===== src/rtl/seq_gen_01000101.sv =====
// Bit-serial pattern transmitter: on a rising start request, shifts an 8-bit pattern out MSB-first.
// Optional feature: define PATTERN_SW_EN to take the frame pattern from SW[9:2] instead of PATTERN.
module seq_gen_01000101 #(
  parameter logic [7:0] PATTERN = 8'b01000101,
  parameter int         LEN     = 8
) (
  input  logic [3:0] KEY,
  input  logic [9:0] SW,
  output logic [2:0] LEDG,
  output logic [2:0] LEDR
);

  typedef enum logic [1:0] {
    IDLE  = 2'd0,
    SHIFT = 2'd1,
    DONE  = 2'd2
  } state_t;

  localparam logic [2:0] LAST = 3'(LEN - 1);

  logic       clk;
  logic       rst_n;
  logic       start;
  logic [7:0] pattern;
  logic       unused;

  // The pushbutton acts on its press (falling edge), so the inverted key is the clock.
  assign clk   = ~KEY[3];
  assign rst_n = SW[1];
  assign start = SW[0];

`ifdef PATTERN_SW_EN
  assign pattern = SW[9:2];
  assign unused  = &{1'b0, KEY[2:0]};
`else
  assign pattern = PATTERN;
  assign unused  = &{1'b0, KEY[2:0], SW[9:2]};
`endif

  state_t     state, state_d;
  logic [7:0] sr, sr_d;
  logic [2:0] cnt, cnt_d;
  logic       start_q;
  logic       trig;

  logic       line_q, line_d;
  logic       valid_q, valid_d;
  logic       done_q, done_d;
  logic [2:0] idx_q, idx_d;

  assign trig = start & ~start_q;

  always_comb begin
    // NOTE: every signal gets a default first so no path leaves it unassigned (no latch).
    state_d = state;
    sr_d    = sr;
    cnt_d   = cnt;
    case (state)
      IDLE: begin
        if (trig) begin
          sr_d    = pattern;
          cnt_d   = 3'd0;
          state_d = SHIFT;
        end
      end
      SHIFT: begin
        sr_d = {sr[6:0], 1'b0};
        if (cnt == LAST) begin
          cnt_d   = 3'd0;
          state_d = DONE;
        end else begin
          cnt_d = cnt + 3'd1;
        end
      end
      DONE: begin
        state_d = IDLE;
      end
      default: begin
        state_d = IDLE;
      end
    endcase

    // Outputs are decoded from the next state and registered alongside it.
    line_d  = (state_d == SHIFT) ? sr_d[7] : 1'b1;
    valid_d = (state_d == SHIFT);
    done_d  = (state_d == DONE);
    idx_d   = (state_d == SHIFT) ? cnt_d : 3'd0;
  end

  always_ff @(posedge clk) begin
    // NOTE: reset is synchronous, so it is tested inside the clocked block, not in the sensitivity list.
    if (!rst_n) begin
      // NOTE: sequential state uses non-blocking assignments so all flops update together.
      state   <= IDLE;
      sr      <= 8'h00;
      cnt     <= 3'd0;
      start_q <= 1'b0;
      line_q  <= 1'b1;
      valid_q <= 1'b0;
      done_q  <= 1'b0;
      idx_q   <= 3'd0;
    end else begin
      state   <= state_d;
      sr      <= sr_d;
      cnt     <= cnt_d;
      start_q <= start;
      line_q  <= line_d;
      valid_q <= valid_d;
      done_q  <= done_d;
      idx_q   <= idx_d;
    end
  end

  assign LEDG = {done_q, valid_q, line_q};
  assign LEDR = idx_q;

endmodule

===== config.mk =====
export PLATFORM = sky130hd
export DESIGN_NAME = seq_gen_01000101
export DESIGN_NICKNAME = d
export VERILOG_FILES = /design/src/rtl/seq_gen_01000101.sv
export SDC_FILE = /design/constraint.sdc
export NUM_CORES = 1
export LEC_CHECK = 0
export CAP_MARGIN = 20
export CELL_PAD_IN_SITES_DETAIL_PLACEMENT = 0
export CELL_PAD_IN_SITES_GLOBAL_PLACEMENT = 2
export CORE_MARGIN = 2
export CORE_UTILIZATION = 28
export DETAILED_ROUTE_END_ITERATION = 16
export PLACE_DENSITY = 0.74
export SYNTH_ARGS = -nofsm -noshare
export SYNTH_HDL_FRONTEND = slang
export SYNTH_SLANG_ARGS = --single-unit

===== constraint.sdc =====
create_clock -name KEY -period 1.9 [get_ports KEY]
set_clock_uncertainty 0.15 [all_clocks]
set_input_delay 0.38 -clock KEY [delete_from_list [all_inputs] [get_ports KEY]]
set_output_delay 0.38 -clock KEY [all_outputs]
set_load 0.1 [all_outputs]

==> results.md, run 1 <==
- Outcome: finished with violations
- Failing checks: setup timing
- EDFF count, synth: 0
- RD Place Congestion: 0.7092
- Syn_nets: 91
- Largest net degree at the start of global routing: 13
- Critical path arrival: 1.83 ns
- Synthesized instance count: 75
- Pleak: 0.5038 nW
- Worst Hold Class: register to register
- Max Cap Viol: 0
- Clock transition at the registers of the reported paths: 0.04 ns
- I/O pin count: 20
- Peak VDD IR: 0.0005707 V
- Routed Antenna Nets: 0
- Hold Vio Cnt, Final: 0
- Worst setup path startpoint: LEDR[1]
- Syn_area_per_cell: 10.06 um2
- Final Util: 43.01%
- Remaining Overflow, GRT: 0
- Post-CTS Hold Buffers: 0
- Main flop type after synthesis: dfxtp_1
- CTS tree: yes
- Crit path depth: 1
- Initial core utilization: 29.91%
- Fin area: 0.001085 mm2
- Met3 Usage GRT: 6.279%
- Worst Reg-to-Reg Cells: 5
- Worst hold stages: 2
- Worst slew pin tran: 0.5610 ns
- Die area: 0.003126 mm2
- Final slew viol count: 0
- Seq. cell area: 412.9 um2
- Leading cell type in the layout, fill and taps excluded: inv_1
- TritonCTS Buffers: 3
- Synthesis-to-layout area growth: 43.78%
- Async S/R FF share, synth: 0%
- WL/cell: 11.29 um
- Power per cell area: 888.9 mW/mm2
- Post-DP HPWL: 1038 um
- DRT Pass-1 Iters: 4
- Global-route wire length before repair: 2546 um
- Hold_sp: sr[1]
- Antenna violations before repair: 0
- CP Class: register to primary output
- CTS sink count: 20
- Worst Slack Setup Final: -0.4634 ns
- CTS Root Cell: clkbuf_4
- Vias in the first global route: 599
- Crit start category: register
- Crit path buf inv count: 1
- Setup TNS: -3.277 ns
- GR Layer Usage met1: 11.98%
- Data required, critical path: 1.37 ns
- Fill cell count: 254
- Flops & latches, synth: 20
- R2r startpoint: cnt[0]
- Slowest stage cell, crit path: dfxtp_4
- RSZ-0062 raised after global routing: yes
- Die Height: 55.91 um
- CP endpoint kind: primary output
- DRT iter0 DRCs: 7
- Most frequent cells in the layout: inv_1 (22), dfxtp_1 (14), nand2_1 (9)
- DR vias: 642
- Relative slew margins: 62.52%
- Rows: 18
- Vias/cell: 4.791
- Layout cells sized above 1: 30.77%
- Core Region: 0.002522 mm2
- Syn. warnings: 0
- Critical Path Max Stage Delay: 0.34 ns
- Setup bufs post-CTS: 0
- Fin nets: 121
- CP Cell Sequence: buf_12
- I/O Buffers: 8
- Global Route Usage Sum: 10.63%
- Reg-to-reg endpoint: LEDR[1]
- Placed inst area: 952.2 um2
- Final WL: 1513 um
- Number of diodes: 0
- Die W: 55.91 um
- Multi-input logic area: 349.1 um2
- Hold Path Sink: sr[1]
- Maximum clock path buffer count: 2
- Power Total: 0.9643 mW
- H-tree levels: 1
- Synth unique cells: 26
- GRT met2 Usage: 14.46%
- DRC Markers: 0
- GR peak layer: met2
- Area of the mapped netlist: 754.5 um2
- Final setup vio count: 10
- Crit path max-delay family: flip-flops
- Sequential cell area fraction in the yosys report: 53.07%
- Clock Latency Late Sink: 0.38 ns
- Maximum fanout along the worst path: 1
- Reg-to-reg slack, setup: 0.16 ns
-- layer usage --
| layer | share of wire, % | vias up |
|---|---|---|
| li1 | - | 321 |
| met1 | 49 | 310 |
| met2 | 46 | 9 |
| met3 | 3.8 | 2 |
| met4 | 1.1 | 0 |
| met5 | 0 | - |
-- worst register-to-register path: cells and delay by family, from the launching register on --
| family | cells | cell delay [ns] |
|---|---|---|
| AOI/OAI and AO/OA | 2 | 0.49 |
| adders and majority gates | 2 | 0.43 |
| DFF | 1 | 0.33 |
| and+or+nand+nor | 1 | 0.28 |
-- state kept, by name, summed over array words and instances (netlist names) --
name and cells:
sr 8, LEDR 3, cnt 3, state 2, done_q 1, line_q 1
start_q 1, valid_q 1
-- stage by stage --
stage / worst slack, ns / hold WS, ns / instances
global route: -0.5053 / 0.3446 / 134
floorplan: -0.4138 / 0.2931 / 75
detailed placement: -0.9715 / 0.3218 / 111
CTS: -0.4882 / 0.3271 / 134
global placement: -0.9813 / 0.3077 / 111
finish: -0.4634 / 0.3200 / 134
-- synth_stat cells, drive strengths merged, types with 2 or more instances --
cell type	instances	area share, %
dfxtp	20	53
nand2	9	4.5
a21oi	4	2.7
and3	3	2.5
buf	3	3.0
clkbuf	3	1.5
inv	3	1.5
nand3	3	2.0
a211oi	2	3.6
a21boi	2	2.0
a31oi	2	1.7
a32oi	2	2.3
ha	2	3.3
nor2	2	1.0
o21ai	2	1.3
o221a	2	3.0
o22ai	2	1.7
or2b	2	2.0
-- kinds of logic (layout without fill, tap and decap cells) --
logic type,count (synthesis),after routing,synth area share [%]
AOI/OAI and AO/OA,19,19,19.57
adders and majority gates,2,2,3.316
buffers and inverters,9,38,5.970
DFF,20,20,53.07
and+or+nand+nor,25,25,18.08
-- how the worst max path moves through the flow --
| stage | end | slack [ns] |
|---|---|---|
| after floorplan | LEDR[2] | -0.41 |
| after global placement | LEDR[1] | -0.98 |
| after detailed placement | line_q | -0.97 |
| after CTS | LEDR[1] | -0.49 |
| after global routing | LEDG[1] | -0.51 |
| final | LEDR[1] | -0.46 |
-- what timing repair did --
item | CTS | global route
endpoints found under the setup margin | 25 | 17
gates resized for setup | 9 | 6
pin swaps | 3 | 5
-- report_power, final --
group,total (mW),internal (mW),switching (mW)
registers,0.453,0.439,0.0140
clock network,0.371,0.136,0.235
logic,0.140,0.0596,0.0806
-- cell type report --
cell class	instances	area share, %
Sequential cell	20	38.06
Multi-Input combinational cell	46	32.18
Timing Repair Buffer	12	16.03
Clock inverter	21	7.497
Tap cell	30	3.460
Clock buffer	3	2.076
Inverter	2	0.6920
Note: power is estimated with default switching activity, not from simulation.
==> inputs of run 2 (changes only) <==
Settings changed: TNS_END_PERCENT set to 5.
==> run 2 against run 1 <==
Against the previous run:
- the run still ends with setup timing left
- worst hold slack is essentially flat
- largest cell class unchanged
- combinational power is 13% higher
- die area is the same
- largest power group unchanged
==> results.md, run 2 (same netlist as run 1, synthesis figures left out) <==
- Cell Count Post-Placement: 115 (+3.6%)
- Hold Path Sink: sr[1]
- TritonCTS Buffers: 3 (unchanged)
- Hold slack: 0.3204 ns (+0.0004100 ns)
- Final WL: 1601 um (+5.8%)
- Critical path arrival: 1.83 ns (about the same)
- Vias in the first global route: 731 (+22%)
- Worst Slack Setup Final: -0.4628 ns (+0.0006370 ns)
- CP endpoint kind: primary output
- Largest net degree at the start of global routing: 14 (+1)
- CTS sink count: 20 (unchanged)
- Worst slew pin tran: 0.5096 ns (-0.05137 ns)
- Maximum fanout along the worst path: 1 (unchanged)
- Leading cell type in the layout, fill and taps excluded: inv_1
- Crit path max-delay family: flip-flops
- Post-DP HPWL: 1022 um (-1.6%)
- Outcome: finished with violations
- RD Place Congestion: 0.7084 (-0.11%)
- CTS tree: yes
- Hold Vio Cnt, Final: 0 (unchanged)
- Pleak: 0.5386 nW (+6.9%)
- Die area: 0.003126 mm2 (unchanged)
- Vias/cell: 4.748 (-0.89%)
- Final setup vio count: 12 (+2)
- Fill cell count: 261 (+2.8%)
- H-tree levels: 1 (unchanged)
- Max FFs per register: 8 (unchanged)
- Global-route wire length before repair: 2904 um (+14%)
- Worst Reg-to-Reg Cells: 6 (+1)
- Power per cell area: 866.4 mW/mm2 (-2.5%)
- Reg-to-reg endpoint: cnt[1]
- Failing checks: setup timing
- Final Util: 45.34% (+2.3 points)
- Clock transition at the registers of the reported paths: 0.04 ns (about the same)
- DRC Markers: 0 (unchanged)
- DR vias: 660 (+2.8%)
- I/O pin count: 20 (unchanged)
- Synthesis-to-layout area growth: 51.58%
- Peak VDD IR: 0.0006258 V (+9.7%)
- Crit path depth: 1 (unchanged)
- Most frequent cells in the layout: inv_1 (21), dfxtp_1 (14), nand2_1 (9)
- Hold_sp: sr[0]
- RSZ-0062 raised after global routing: yes
- Relative slew margins: 65.56% (+3.0 points)
- WL/cell: 11.52 um (+2.0%)
- Die W: 55.91 um (unchanged)
- Most flops, register: sr
- Slowest stage cell, crit path: dfxtp_2
- I/O Buffers: 8 (unchanged)
- Worst Hold Class: register to register
- R2r startpoint: cnt[0]
- Clock Latency Late Sink: 0.38 ns (about the same)
- Finished Layout Cells: 139 (+3.7%)
- Layout cells sized above 1: 33.94% (+3.2 points)
- Setup WS pre-CTS: -1.011 ns (-0.03977 ns)
- CTS Root Cell: clkbuf_4
- CP Cell Sequence: buf_12
- Worst hold stages: 2 (unchanged)
- DRT Pass-1 Iters: 4 (unchanged)
- Remaining Overflow, GRT: 0 (unchanged)
- Initial core utilization: 29.91% (unchanged)
- Die Height: 55.91 um (unchanged)
- Crit path buf inv count: 1 (unchanged)
- Max Cap Viol: 0 (unchanged)
- CP Class: register to primary output
- Reg-to-reg slack, setup: 0.12 ns (-0.04 ns)
- Critical Path Max Stage Delay: 0.33 ns (about the same)
- Data required, critical path: 1.37 ns (about the same)
- Antenna violations before repair: 0 (unchanged)
- DRT iter0 DRCs: 11 (+4)
- Power Total: 0.9908 mW (+2.8%)
- Post-CTS Hold Buffers: 0 (unchanged)
- Maximum clock path buffer count: 2 (unchanged)
- Core Region: 0.002522 mm2 (unchanged)
- Global Route Usage Sum: 11.61% (+0.98 points)
- Fin nets: 126 (+4.1%)
- Number of diodes: 0 (unchanged)
- Final slew viol count: 0 (unchanged)
- Rows: 18 (unchanged)
- Routed Antenna Nets: 0 (unchanged)
- Crit start category: register
-- run 2: cell types whose count changed in the layout (fill, tap and decap cells not counted), moves of 2 or more --
| cell | before | now |
|---|---|---|
| buf_4 | 2 | 6 |
| o221a_4 | 0 | 2 |
| o221a_2 | 2 | 0 |
| dfxtp_2 | 4 | 6 |
| dfxtp_4 | 2 | 0 |
-- run 2: layout make-up --
cell class / instances / area [um2] / share of cell area (%)
Timing Repair Buffer: 17 / 219.0 / 19.15
Tap cell: 30 / 37.54 / 3.282
Inverter: 2 / 7.507 / 0.6565
Sequential cell: 20 / 407.9 / 35.67
Clock buffer: 3 / 22.52 / 1.969
Clock inverter: 21 / 81.33 / 7.112
Multi-Input combinational cell: 46 / 367.9 / 32.17
-- run 2: how the worst max path moves through the flow --
| stage | to | from | slack, ns |
|---|---|---|---|
| 6_report | LEDR[2] | LEDR[2] | -0.46 |
| 5_1_grt | LEDR[1] | LEDR[1] | -0.52 |
| 4_1_cts | LEDR[2] | LEDR[2] | -0.49 |
| 3_5_place_dp | LEDR[2] | SW[0] | -1.01 |
| 3_3_place_gp | LEDR[1] | SW[0] | -0.98 |
| 2_1_floorplan | LEDR[2] | SW[0] | -0.41 |
-- run 2: timing repair --
item | in CTS | in global routing
pin swaps | 4 | 3
buffers inserted | 1 | 0
setup endpoints to repair | 26 | 15
resized for setup | 20 | 2
endpoints found under the hold margin | 0 | 0
-- run 2: where the power goes --
part / internal [mW] / switching (mW) / total [mW]
clock: 0.136 / 0.240 / 0.376
sequential: 0.442 / 0.0147 / 0.457
combinational: 0.0710 / 0.0871 / 0.158
-- run 2: through the flow --
stage,setup TNS (ns),cell area (um2)
floorplan,-4.752,758.2
global placement,-15.43,962.2
detailed placement,-15.55,962.2
CTS,-3.828,1137
global route,-3.828,1144
finish,-3.472,1144
-- run 2: metal layers --
metal	GRT usage [%]	routed length, um
met1	12.59	722
met2	17.18	775
met3	7.442	102
met4	6.463	0
met5	0	0
==> inputs of run 3 (changes only) <==
Settings changed: SETUP_SLACK_MARGIN set to 0.05.
==> run 3 against run 2 <==
Against the previous run:
- largest power group unchanged
- combinational power rose by 3%
- the flow still finishes with violations (setup timing)
- sequential cell count did not move
- highest routed layer unchanged
- worst setup slack got worse by 0.0020 ns
- register-to-register slack improved by 0.04 ns
==> results.md, run 3 (same netlist as run 1, synthesis figures left out) <==
- Post-DP HPWL: 1022 um (unchanged)
- Critical path arrival: 1.83 ns (about the same)
- Relative slew margins: 74.87% (+9.3 points)
- Maximum clock path buffer count: 2 (unchanged)
- Final slew viol count: 0 (unchanged)
- DRT Pass-1 Iters: 5 (+1)
- Routed Antenna Nets: 0 (unchanged)
- Remaining Overflow, GRT: 0 (unchanged)
- CP Class: register to primary output
- Pleak: 0.5377 nW (-0.17%)
- WL/cell: 11.80 um (+2.4%)
- Worst Slack Setup Final: -0.4647 ns (-0.001955 ns)
- Slowest stage cell, crit path: dfxtp_2
- Critical Path Max Stage Delay: 0.33 ns (about the same)
- Clock transition at the registers of the reported paths: 0.04 ns (about the same)
- Worst Hold Class: register to register
- Most flops, register: sr
- Cell Count Post-Placement: 115 (unchanged)
- Die W: 55.91 um (unchanged)
- Worst setup path startpoint: LEDR[2]
- Post-CTS Hold Buffers: 0 (unchanged)
- Final WL: 1640 um (+2.4%)
- Antenna violations before repair: 0 (unchanged)
- Layout cells sized above 1: 34.86% (+0.92 points)
- Global-route wire length before repair: 2918 um (+0.48%)
- Power Total: 0.9966 mW (+0.58%)
- H-tree levels: 1 (unchanged)
- Final setup vio count: 11 (-1)
- Initial core utilization: 29.91% (unchanged)
- Crit path buf inv count: 1 (unchanged)
- Failing checks: setup timing
- Global Route Usage Sum: 11.66% (+0.048 points)
- DRC Markers: 0 (unchanged)
- R2r startpoint: cnt[0]
- Rows: 18 (unchanged)
- RD Place Congestion: 0.7084 (unchanged)
- Final Util: 46.18% (+0.84 points)
- Setup WS pre-CTS: -1.011 ns (unchanged)
- Max Cap Viol: 0 (unchanged)
- CP endpoint kind: primary output
- Number of diodes: 0 (unchanged)
- Peak VDD IR: 0.0006268 V (+0.15%)
- Vias/cell: 4.784 (+0.76%)
- CP Cell Sequence: buf_12
- Setup TNS: -3.440 ns (+0.03170 ns)
- Outcome: finished with violations
- Largest net degree at the start of global routing: 14 (unchanged)
- Fin nets: 126 (unchanged)
- Clock Latency Late Sink: 0.38 ns (about the same)
- I/O pin count: 20 (unchanged)
- Worst slew pin tran: 0.3716 ns (-0.1380 ns)
- DRT iter0 DRCs: 8 (-3)
- Crit path max-delay family: flip-flops
- DR vias: 665 (+0.76%)
- Synthesis-to-layout area growth: 54.39%
- I/O Buffers: 8 (unchanged)
- Maximum fanout along the worst path: 1 (unchanged)
- Finished Layout Cells: 139 (unchanged)
- TritonCTS Buffers: 3 (unchanged)
- CTS tree: yes
- Hold_sp: sr[0]
- Die area: 0.003126 mm2 (unchanged)
- Most frequent cells in the layout: inv_1 (21), dfxtp_1 (14), nand2_1 (9)
- Leading cell type in the layout, fill and taps excluded: inv_1
- CTS sink count: 20 (unchanged)
- Crit start category: register
- Hold Vio Cnt, Final: 0 (unchanged)
- Power per cell area: 855.5 mW/mm2 (-1.3%)
- Core Region: 0.002522 mm2 (unchanged)
- Data required, critical path: 1.37 ns (about the same)
- Die Height: 55.91 um (unchanged)
- Vias in the first global route: 727 (-0.55%)
- CTS Root Cell: clkbuf_4
- Max FFs per register: 8 (unchanged)
- RSZ-0062 raised after global routing: yes
==> run 3: cell counts in the layout (fill, tap and decap cells not counted) <==
No cell type changed its count.
==> run 3: cell type report <==
type / instances / area [um2]
inverters: 2 / 7.507
fillers: 256 / 1358
flip-flops and latches: 20 / 407.9
well taps: 30 / 37.54
repair buffers: 17 / 222.7
clock buffers: 3 / 22.52
clock inverters: 21 / 81.33
multi-input cells: 46 / 385.4
==> run 3: worst paths after layout <==
| check | endpoint | slack (ns) | cells past startpoint |
|---|---|---|---|
| hold reg to reg | sr[1] | 0.32 | 2 |
| setup reg to reg | LEDR[1] | 0.16 | 5 |
| setup / recovery | LEDR[2] | -0.46 | 1 |
| hold / removal | sr[1] | 0.32 | 2 |
==> run 3: power breakdown <==
group	internal [mW]	leakage [nW]	switching, mW
clock	0.136	0.125	0.242
sequential	0.442	0.165	0.0149
combinational	0.0732	0.248	0.0890
total	0.651	0.538	0.346
==> run 3: stage by stage <==
| step | cell area (um2) | hold WS (ns) |
|---|---|---|
| after floorplan | 758.2 | 0.2931 |
| after global placement | 962.2 | 0.3165 |
| after detailed placement | 962.2 | 0.3220 |
| after CTS | 1139 | 0.3145 |
| after global routing | 1165 | 0.3594 |
| final | 1165 | 0.3192 |
==> run 3: repair_timing <==
| item | CTS | global route |
|---|---|---|
| pin swaps | 4 | 4 |
| gates resized for setup | 21 | 5 |
| endpoints found under the setup margin | 26 | 17 |
| buffers inserted | 1 | 0 |
==> run 3: metal layers <==
layer,track usage (%),share of wire (%),vias up,routed length (um)
met4,6.463,0,0,0
met5,0,0,-,0
li1,-,-,334,-
met2,17.18,48,20,794
met1,12.73,46,311,752
met3,7.442,5.6,0,92
